===== config.mk =====
export PLATFORM = sky130hd
export DESIGN_NAME = mcpu_state_sequencer_flat
export DESIGN_NICKNAME = d
export VERILOG_FILES = /design/src/rtl/mcpu_state_sequencer_pkg.sv /design/src/rtl/mcpu_state_sequencer_if.sv /design/src/rtl/mcpu_state_sequencer_path_end.sv /design/src/rtl/mcpu_state_sequencer.sv /design/src/flat_wrapper.sv
export SDC_FILE = /design/constraint.sdc
export NUM_CORES = 1
export LEC_CHECK = 0
export ABC_AREA = 1
export BUFFER_PORTS_ARGS = -buffer_cell sky130_fd_sc_hd__buf_4
export CORE_MARGIN = 5
export CORE_UTILIZATION = 43
export DETAILED_ROUTE_END_ITERATION = 8
export PLACE_DENSITY = 0.87
export SYNTH_ARGS = -nofsm -noshare
export SYNTH_HDL_FRONTEND = slang
export SYNTH_HIERARCHICAL = 1
export SYNTH_SLANG_ARGS = --single-unit

===== constraint.sdc =====
create_clock -name clk -period 1.8 [get_ports clk]
set_clock_uncertainty 0.05 [all_clocks]
set_input_delay 0.18 -clock clk [delete_from_list [all_inputs] [get_ports clk]]
set_output_delay 0.18 -clock clk [all_outputs]
set_load 0.03 [all_outputs]

===== src/rtl/mcpu_state_sequencer_pkg.sv =====
// mcpu_defs: the definitions shared by the multi-cycle MIPS control path.
// The sequencer and the downstream decode LUT both import this package,
// so phase codes and opcode/funct values stay consistent between them.
//   state_t   : phase encodings IF/ID/EXEC/MEM/WB/TRAP
//   OP_* / FN_*: opcode and R-type funct constants
//   path_t    : per-instruction path descriptor produced by mcpu_path_end
package mcpu_defs;

   typedef enum logic [2:0] {
      ST_IF   = 3'd0,
      ST_ID   = 3'd1,
      ST_EXEC = 3'd2,
      ST_MEM  = 3'd3,
      ST_WB   = 3'd4,
      ST_TRAP = 3'd7
   } state_t;

   localparam logic [5:0] OP_RTYPE = 6'b000000;
   localparam logic [5:0] OP_J     = 6'b000010;
   localparam logic [5:0] OP_JAL   = 6'b000011;
   localparam logic [5:0] OP_BEQ   = 6'b000100;
   localparam logic [5:0] OP_BNE   = 6'b000101;
   localparam logic [5:0] OP_ADDI  = 6'b001000;
   localparam logic [5:0] OP_XORI  = 6'b001110;
   localparam logic [5:0] OP_LW    = 6'b100011;
   localparam logic [5:0] OP_SW    = 6'b101011;

   localparam logic [5:0] FN_JR    = 6'b001000;
   localparam logic [5:0] FN_ADD   = 6'b100000;
   localparam logic [5:0] FN_SUB   = 6'b100010;
   localparam logic [5:0] FN_SLT   = 6'b101010;

   // last  : phase on which the instruction retires
   // mem   : path passes through MEM between EXEC and WB
   // legal : opcode/funct pair is implemented
   typedef struct packed {
      state_t last;
      logic   mem;
      logic   legal;
   } path_t;

endpackage


===== src/rtl/mcpu_state_sequencer_if.sv =====
// Handshake bundle between the instruction/memory side and the sequencer.
//   run, opcode, funct, mem_ready      : driven by the master (upstream)
//   state, ir_load, retire, illegal,
//   cycle_count, instret_count         : driven by the sequencer (slave)
interface mcpu_state_sequencer_if #(
   parameter int CNT_W = 32
);
   logic             run;
   logic [5:0]       opcode;
   logic [5:0]       funct;
   logic             mem_ready;
   logic [2:0]       state;
   logic             ir_load;
   logic             retire;
   logic             illegal;
   logic [CNT_W-1:0] cycle_count;
   logic [CNT_W-1:0] instret_count;

   modport master (
      output run, opcode, funct, mem_ready,
      input  state, ir_load, retire, illegal, cycle_count, instret_count
   );

   modport slave (
      input  run, opcode, funct, mem_ready,
      output state, ir_load, retire, illegal, cycle_count, instret_count
   );
endinterface


===== src/rtl/mcpu_state_sequencer_path_end.sv =====
// mcpu_path_end: combinational map from (opcode, funct) to the phase on
// which the instruction retires, whether it visits MEM, and a legal flag.
//   opcode, funct : instruction fields (meaningful from ID onward)
//   path          : path_t descriptor
module mcpu_path_end
   import mcpu_defs::*;
(
   input  logic [5:0] opcode,
   input  logic [5:0] funct,
   output path_t      path
);

   always_comb begin
      path = '{last: ST_WB, mem: 1'b0, legal: 1'b1};
      case (opcode)
         OP_LW, OP_BEQ, OP_BNE: path.mem = 1'b1;
         OP_SW, OP_JAL: begin
            path.last = ST_MEM;
            path.mem  = 1'b1;
         end
         OP_J:             path.last = ST_ID;
         OP_ADDI, OP_XORI: path.last = ST_WB;
         OP_RTYPE: begin
            case (funct)
               FN_ADD, FN_SUB, FN_SLT: path.last  = ST_WB;
               FN_JR:                  path.last  = ST_EXEC;
               default:                path.legal = 1'b0;
            endcase
         end
         default: path.legal = 1'b0;
      endcase
   end

endmodule


===== src/rtl/mcpu_state_sequencer.sv =====
// mcpu_state_sequencer: multi-cycle MIPS phase sequencer.
//   clk, reset_n : clock, asynchronous active-low reset
//   bus (slave)  : run/opcode/funct/mem_ready in; state, ir_load, retire,
//                  illegal, cycle_count, instret_count out
// Optional build macro MCPU_PERF_CNTR_EN adds the cycle / retired
// instruction counters; without it both count outputs are tied to zero.
module mcpu_state_sequencer
   import mcpu_defs::*;
#(
   parameter int CNT_W = 32
) (
   input  logic                   clk,
   input  logic                   reset_n,
   mcpu_state_sequencer_if.slave  bus
);

   state_t state;
   logic   illegal;
   path_t  path;
   logic   advance;
   logic   at_end;
   logic   retire;

   mcpu_path_end u_path_end (
      .opcode (bus.opcode),
      .funct  (bus.funct),
      .path   (path)
   );

   // IF and MEM wait on memory; everything else is single-cycle.
   assign advance = bus.run &&
                    (((state == ST_IF) || (state == ST_MEM)) ? bus.mem_ready : 1'b1);

   // last is never IF or TRAP, so opcode is never consulted while fetching
   // and TRAP can never retire.
   assign at_end  = path.legal && (state == path.last);
   assign retire  = reset_n && advance && at_end;

   always_ff @(posedge clk or negedge reset_n) begin
      if (!reset_n) begin
         state   <= ST_IF;
         illegal <= 1'b0;
      end else if (state != ST_TRAP && advance) begin
         case (state)
            ST_IF: state <= ST_ID;
            ST_ID: begin
               if (!path.legal) begin
                  state   <= ST_TRAP;
                  illegal <= 1'b1;
               end else if (at_end) state <= ST_IF;
               else                 state <= ST_EXEC;
            end
            ST_EXEC: begin
               if (at_end)        state <= ST_IF;
               else if (path.mem) state <= ST_MEM;
               else               state <= ST_WB;
            end
            ST_MEM:  state <= at_end ? ST_IF : ST_WB;
            ST_WB:   state <= ST_IF;
            default: state <= ST_IF;   // encodings 5/6: recovery only
         endcase
      end
   end

   assign bus.state   = state;
   assign bus.illegal = illegal;
   assign bus.retire  = retire;
   assign bus.ir_load = reset_n && bus.run && bus.mem_ready && (state == ST_IF);

`ifdef MCPU_PERF_CNTR_EN
   logic [CNT_W-1:0] cycle_count;
   logic [CNT_W-1:0] instret_count;

   always_ff @(posedge clk or negedge reset_n) begin
      if (!reset_n) begin
         cycle_count   <= '0;
         instret_count <= '0;
      end else if (state != ST_TRAP) begin
         cycle_count <= cycle_count + CNT_W'(1);
         if (retire) instret_count <= instret_count + CNT_W'(1);
      end
   end

   assign bus.cycle_count   = cycle_count;
   assign bus.instret_count = instret_count;
`else
   assign bus.cycle_count   = {CNT_W{1'b0}};
   assign bus.instret_count = {CNT_W{1'b0}};
`endif

endmodule


===== src/flat_wrapper.sv =====
// flat-port wrapper written by rule: the top's interface ports become plain ports
module mcpu_state_sequencer_flat import mcpu_defs::*;
#(
   parameter int CNT_W = 32
)
  (clk, reset_n, bus_run, bus_opcode, bus_funct, bus_mem_ready, bus_state, bus_ir_load, bus_retire, bus_illegal, bus_cycle_count, bus_instret_count);
  mcpu_state_sequencer_if #(.CNT_W(CNT_W)) bus_i ();
  input  logic clk;
  input  logic reset_n;
  input wire logic [$bits(bus_i.run)-1:0] bus_run;
  input wire logic [$bits(bus_i.opcode)-1:0] bus_opcode;
  input wire logic [$bits(bus_i.funct)-1:0] bus_funct;
  input wire logic [$bits(bus_i.mem_ready)-1:0] bus_mem_ready;
  output wire logic [$bits(bus_i.state)-1:0] bus_state;
  output wire logic [$bits(bus_i.ir_load)-1:0] bus_ir_load;
  output wire logic [$bits(bus_i.retire)-1:0] bus_retire;
  output wire logic [$bits(bus_i.illegal)-1:0] bus_illegal;
  output wire logic [$bits(bus_i.cycle_count)-1:0] bus_cycle_count;
  output wire logic [$bits(bus_i.instret_count)-1:0] bus_instret_count;
  assign bus_i.run = bus_run;
  assign bus_i.opcode = bus_opcode;
  assign bus_i.funct = bus_funct;
  assign bus_i.mem_ready = bus_mem_ready;
  assign bus_state = bus_i.state;
  assign bus_ir_load = bus_i.ir_load;
  assign bus_retire = bus_i.retire;
  assign bus_illegal = bus_i.illegal;
  assign bus_cycle_count = bus_i.cycle_count;
  assign bus_instret_count = bus_i.instret_count;
  mcpu_state_sequencer #(.CNT_W(CNT_W)) u_core (.clk(clk), .reset_n(reset_n), .bus(bus_i));
endmodule

==> impl_metrics.ini, run 1 <==
[pwr]
p_leak_uw = 0.000710
powerDensity_nw_per_um2 = 860
ir_worst_vdd_v = 0.000579

[route]
drt_iter0_drc = 23
drt_first_pass_iters = 4
antenna_left = 0
drc_errors = 0
via_count = 935
via_per_inst = 3.93
wl_per_cell_um = 8.44
wl_mm = 2.01

[synthesis]
synthCells = 178
synth_top_area_share_pct = 44.1
ys_types = 18
yosysTopAreaCell = buf_4
synth_area_um2 = 1090
synth_warnings = 6
ys_top_cells_by_area = buf_4, nand2_1, dfrtp_1, nand3_1, nor2_1
avgSynthCellArea_um2 = 6.12
synth_seq_cells = 4
seq_area_frac_synth_pct = 9.20

[cells_and_area]
drive_gt1_share_pct = 27.4
fin_cells = 238
syn2layout_area_growth_pct = 4.71
finalNetCount = 226
postLayoutCellArea_um2 = 1140
num_antenna_cells = 0

[global_routing]
antenna_found_initial = 0
overflow = 0
grt_pass1_wl_mm = 2.61
grt_use_total_pct = 8.91
grt_pass1_vias = 722
grt_max_degree = 8

[cts]
cts-htree-levels = 1
cts_sinks = 4
cts_tree = yes
insertion_delay_ns = 0.23
clockBufferDepth = 2
cts_buffers = 3
cts.clk_slew.worst_paths_ns = 0.04
cts_root_buf = clkbuf_4

[floorplan]
core-area_um2 = 2450
ios = 86
core.rowCount = 18
die_w_um = 60.3
dieArea_um2 = 3640
die_h_um = 60.3
initial_core_util_pct = 44.3

[placed_design]
hpwl_mm = 1.66
dp.cells = 228
placed_area_um2 = 1040
gp_congestion = 0.834
place_ws_ns = 0.0555
io_buffers = 21

[setup_path]
r2r_start = u_core/bus.state[2]
cp.buffers_inverters = 4
slowest_stage = o21ai_2
path_depth = 13
crit_path_start_kind = input pin
path_cells = buf_4 -> nor2_4 -> nand2_2 -> nor2_2 -> inv_1 -> o21ai_2 -> inv_1 -> nand2_1 -> nand2_1 -> nor2_2 -> nand2_2 -> nor2_2 -> buf_6
endpoint = bus_retire
cp-startpoint = bus_opcode[4]
cp_max_fo = 4
r2r_setup_slack_ns = 0.49
slowest_delay_ns = 0.15
cp.arrival_ns = 1.46
cp-end-kind = output pin
crit_top_cell = nor2_2
worst_ep_required_time_ns = 1.57
path_delay_family = simple AND/OR/NAND/NOR gates
timing.rr.end = u_core/bus.state[0]
rr_worst_depth = 9
critPathKind = input pin to output pin

[sta]
fin_crit_sh_pct = 94.0
setup_ws_ns = 0.109
setup_viol = 0
fmax_ghz = 0.591
hold_viol = 0
slew_violations = 0
layout_min_cycle_time_ns = 1.69

[outcome]
status = completed

[job]
cap_violations = 0

[hold_path]
hold_path.class = input pin to async pin
## per-layer routing
metal,global-route usage [%],wire (um),part of all wire (%),vias up
met2,16.5,1050,52,52
met5,0,0,0,-
met3,2.38,277,14,0
met4,1.90,0,0,0
met1,10.1,685,34,413
li1,-,-,-,470
## kinds of logic (layout without fill, tap and decap cells)
kind of cell / count (synthesis) / count (layout) / synth area share [%]
buffers and inverters: 87 / 54 / 52.1
AND/OR/NAND/NOR: 80 / 80 / 35.2
AO/OA/AOI/OAI: 6 / 6 / 3.22
flip-flops: 4 / 4 / 9.20
other: 1 / 64 / 0.344
## repair_timing
action | 4_1_cts | 5_1_grt
hold endpoints to repair | 4 | 0
hold buffers | 1 | 0
endpoints found under the setup margin | 0 | 1
buffers inserted | 0 | 6
gates resized for setup | 0 | 7
## worst min-delay path by stage
stage          slack, ns  startpoint                  end  cells after the start
6_report            0.24     reset_n  u_core/bus.state[2]                      2
3_3_place_gp       -0.06     reset_n  u_core/bus.state[1]                      1
3_5_place_dp       -0.06     reset_n  u_core/bus.state[2]                      1
5_1_grt             0.25     reset_n  u_core/bus.state[2]                      2
4_1_cts             0.24     reset_n  u_core/bus.state[2]                      2
2_1_floorplan      -0.17     reset_n   u_core/bus.illegal                      0
## cell usage in the layout, fill, tap and decap left out
master / n
buf_4: 26
o21ai_1: 2
nand3_2: 2
o211ai_1: 1
inv_1: 17
nor2_2: 9
o21ai_0: 1
o21bai_1: 1
nand4_1: 1
dlygate4sd3_1: 1
nand2_4: 2
inv_2: 6
nor2_1: 14
o21ai_2: 1
clkbuf_4: 3
buf_6: 1
nor2_4: 2
nand3_1: 14
conb_1: 64
nand2_1: 31
nand2_2: 5
dfrtp_1: 4
## power by group
part           internal (uW)  total, uW  switching [uW]
clock                   74.3        108            33.4
sequential               124        190            66.3
combinational            190        682             492
## sequential cells by signal, indices dropped and copies added (netlist names)
signal              cells
u_core/bus.state        3
u_core/bus.illegal      1
## stage by stage
step	utilization, %	setup TNS (ns)	power [uW]	hold slack (ns)
final	46.4	0	980	0.244
after global routing	46.4	-0.0399	1060	0.246
after CTS	43.7	0	964	0.240
after detailed placement	42.4	0	848	-0.0647
after global placement	42.4	0	842	-0.0648
after floorplan	-	0	806	-0.166
## cell type report
cell class              count  area (um2)
clock buffers               3        22.5
fillers                   253        1320
inverters                  23        86.3
multi-input cells         150         677
flip-flops and latches      4         100
well taps                  30        37.5
repair buffers             28         216
## synth_stat cells
cell	instances
inv_2	6
nor2_2	6
nand2_1	31
o21bai_1	1
nand2_4	2
o21ai_0	1
o211ai_1	1
nand3_2	2
nand2_2	5
nand4_1	1
nor2_4	1
conb_1	1
o21ai_1	3
nor2_1	18
nand3_1	14
buf_4	64
inv_1	17
dfrtp_1	4
Note: power is estimated with default switching activity, not from simulation.
==> inputs of run 2 (changes only) <==
--- a/config.mk
+++ b/config.mk
@@ -8,9 +8,9 @@
 export ABC_AREA = 1
 export BUFFER_PORTS_ARGS = -buffer_cell sky130_fd_sc_hd__buf_4
 export CORE_MARGIN = 5
-export CORE_UTILIZATION = 43
+export CORE_UTILIZATION = 36
 export DETAILED_ROUTE_END_ITERATION = 8
-export PLACE_DENSITY = 0.87
+export PLACE_DENSITY = 0.77
 export SYNTH_ARGS = -nofsm -noshare
 export SYNTH_HDL_FRONTEND = slang
 export SYNTH_HIERARCHICAL = 1
==> constraint.sdc (replaced) <==
create_clock -name clk -period 1.45 [get_ports clk]
set_clock_uncertainty 0.05 [all_clocks]
set_input_delay 0.145 -clock clk [delete_from_list [all_inputs] [get_ports clk]]
set_output_delay 0.145 -clock clk [all_outputs]
set_load 0.03 [all_outputs]
==> run 2 against run 1 <==
Effect of this change: the run now ends with negative setup slack left; utilization decreased by 3.0 points; setup slack got worse by 0.14 ns; via count increased by 3.3%; wire length increased by 6.3%; critical endpoint unchanged.
==> impl_metrics.ini, run 2 (synthesis gave the netlist of run 1 again) <==
[cells_and_area]
num_antenna_cells = 0
postLayoutCellArea_um2 = 1290
post-route-util_pct = 43.4
drive_gt1_share_pct = 37.5
top_register = u_core/bus.state
fillers = 309
finalNetCount = 233
final_common_cell = conb_1
top_regs = u_core/bus.state: 3 flops, u_core/bus.illegal: 1 flops
fin_cells = 249
largest_register_ffs = 3
syn2layout_area_growth_pct = 18.9
final_cell_mix = conb_1, buf_4, nand2_1

[route]
wl_per_cell_um = 8.57
via_count = 966
drc_errors = 0
antenna_left = 0
wl_mm = 2.14
via_per_inst = 3.88
drt_iter0_drc = 13
drt_first_pass_iters = 4

[hold_path]
hold_path.class = input pin to async pin

[placed_design]
placed_area_um2 = 1090
gp_congestion = 0.753
dp.cells = 237
hpwl_mm = 1.66
io_buffers = 21

[sta]
setup_viol = 1
layout_min_cycle_time_ns = 1.48
fmax_ghz = 0.674
fin_crit_sh_pct = 102
setup_ws_ns = -0.0338
hold_viol = 0
tns_ns = -0.0338
slew_violations = 0
rsz0062_at_grt = yes

[global_routing]
grt_max_degree = 8
overflow = 0
grt_pass1_vias = 798
grt_pass1_wl_mm = 2.95
antenna_found_initial = 0
grt_use_total_pct = 8.55

[floorplan]
die_h_um = 65.0
core-area_um2 = 2980
core.rowCount = 20
ios = 86
initial_core_util_pct = 36.6
die_w_um = 65.0
dieArea_um2 = 4220

[job]
cap_violations = 0

[setup_path]
crit_path_start_kind = input pin
cp_max_fo = 3
cp.arrival_ns = 1.29
critPathKind = input pin to output pin
worst_ep_required_time_ns = 1.25
cp-end-kind = output pin

[pwr]
p_leak_uw = 0.000767
ir_worst_vdd_v = 0.000287
power.total_uw = 1390
powerDensity_nw_per_um2 = 1070

[cts]
cts.clk_slew.worst_paths_ns = 0.04
cts_sinks = 4
insertion_delay_ns = 0.24
cts-htree-levels = 1
clockBufferDepth = 2
cts_tree = yes
cts_root_buf = clkbuf_4
cts_buffers = 3

[outcome]
violations = negative setup slack
status = complete, but fails checks
-- run 2: cell count changes in the layout (fill, tap and decap cells not counted), moves of 2 or more --
cell	before	now
nand2_4	2	4
dfrtp_1	4	1
buf_6	1	7
inv_1	17	14
nand2_1	31	24
nor2_1	14	11
dfrtp_2	0	3
nand2_2	5	10
inv_2	6	9
nor2_4	2	6
-- run 2: final timing paths --
| check | endpoint | slack [ns] | start | cells after the start |
|---|---|---|---|---|
| max in group asynchronous | u_core/bus.state[2] | 1.03 | reset_n | 2 |
| max reg2reg | u_core/bus.state[0] | 0.05 | u_core/bus.state[0] | 10 |
| min in group clk | u_core/bus.state[2] | 0.29 | bus_mem_ready | 6 |
| max | bus_retire | -0.03 | bus_opcode[5] | 13 |
| min reg2reg | u_core/bus.illegal | 0.43 | u_core/bus.illegal | 1 |
| min | u_core/bus.state[0] | 0.20 | reset_n | 2 |
-- run 2: power breakdown --
group | leakage (uW) | switching, uW | internal, uW
registers | 0.0000434 | 51.5 | 162
logic | 0.000708 | 693 | 329
clock network | 0.0000150 | 49.6 | 104
total | 0.000767 | 794 | 594
-- run 2: routing by layer --
| layer | routed length (um) | global-route usage [%] |
|---|---|---|
| met3 | 203 | 1.04 |
| met4 | 7 | 3.96 |
| met5 | 0 | 0 |
| met2 | 1150 | 16.3 |
| met1 | 779 | 9.16 |
-- run 2: layout make-up --
cell class	instances	area [um2]	area share (%)
flip-flops and latches	4	104	8.03
multi-input cells	150	737	57.0
inverters	23	86.3	6.67
clock buffers	4	26.3	2.03
repair buffers	35	299	23.1
well taps	33	41.3	3.19
-- run 2: timing repair --
item | 4_1_cts | 5_1_grt
hold buffers | 1 | 0
hold endpoints to repair | 4 | 0
setup buffers | 6 | 1
gates resized for setup | 6 | 28
pin swaps | 3 | 3
cloned | 0 | 0
endpoints found under the setup margin | 1 | 3
-- run 2: per-stage QoR --
stage / hold slack, ns / setup slack, ns
floorplan: -0.201 / 0.0133
global placement: -0.0996 / -0.145
detailed placement: -0.0992 / -0.182
CTS: 0.193 / -0.0652
global route: 0.218 / -0.160
finish: 0.196 / -0.0338
-- run 2: worst max-delay path, stage by stage --
cell and delay (ns):
buf_6 0.10, nor2_4 0.13, nand2_4 0.08, nor2_4 0.10, inv_2 0.06, nor2_4 0.12
nor2_4 0.04, nand2_1 0.05, nand2_1 0.06, nor2_2 0.11, nand2_2 0.07, nor2_2 0.09
buf_6 0.13
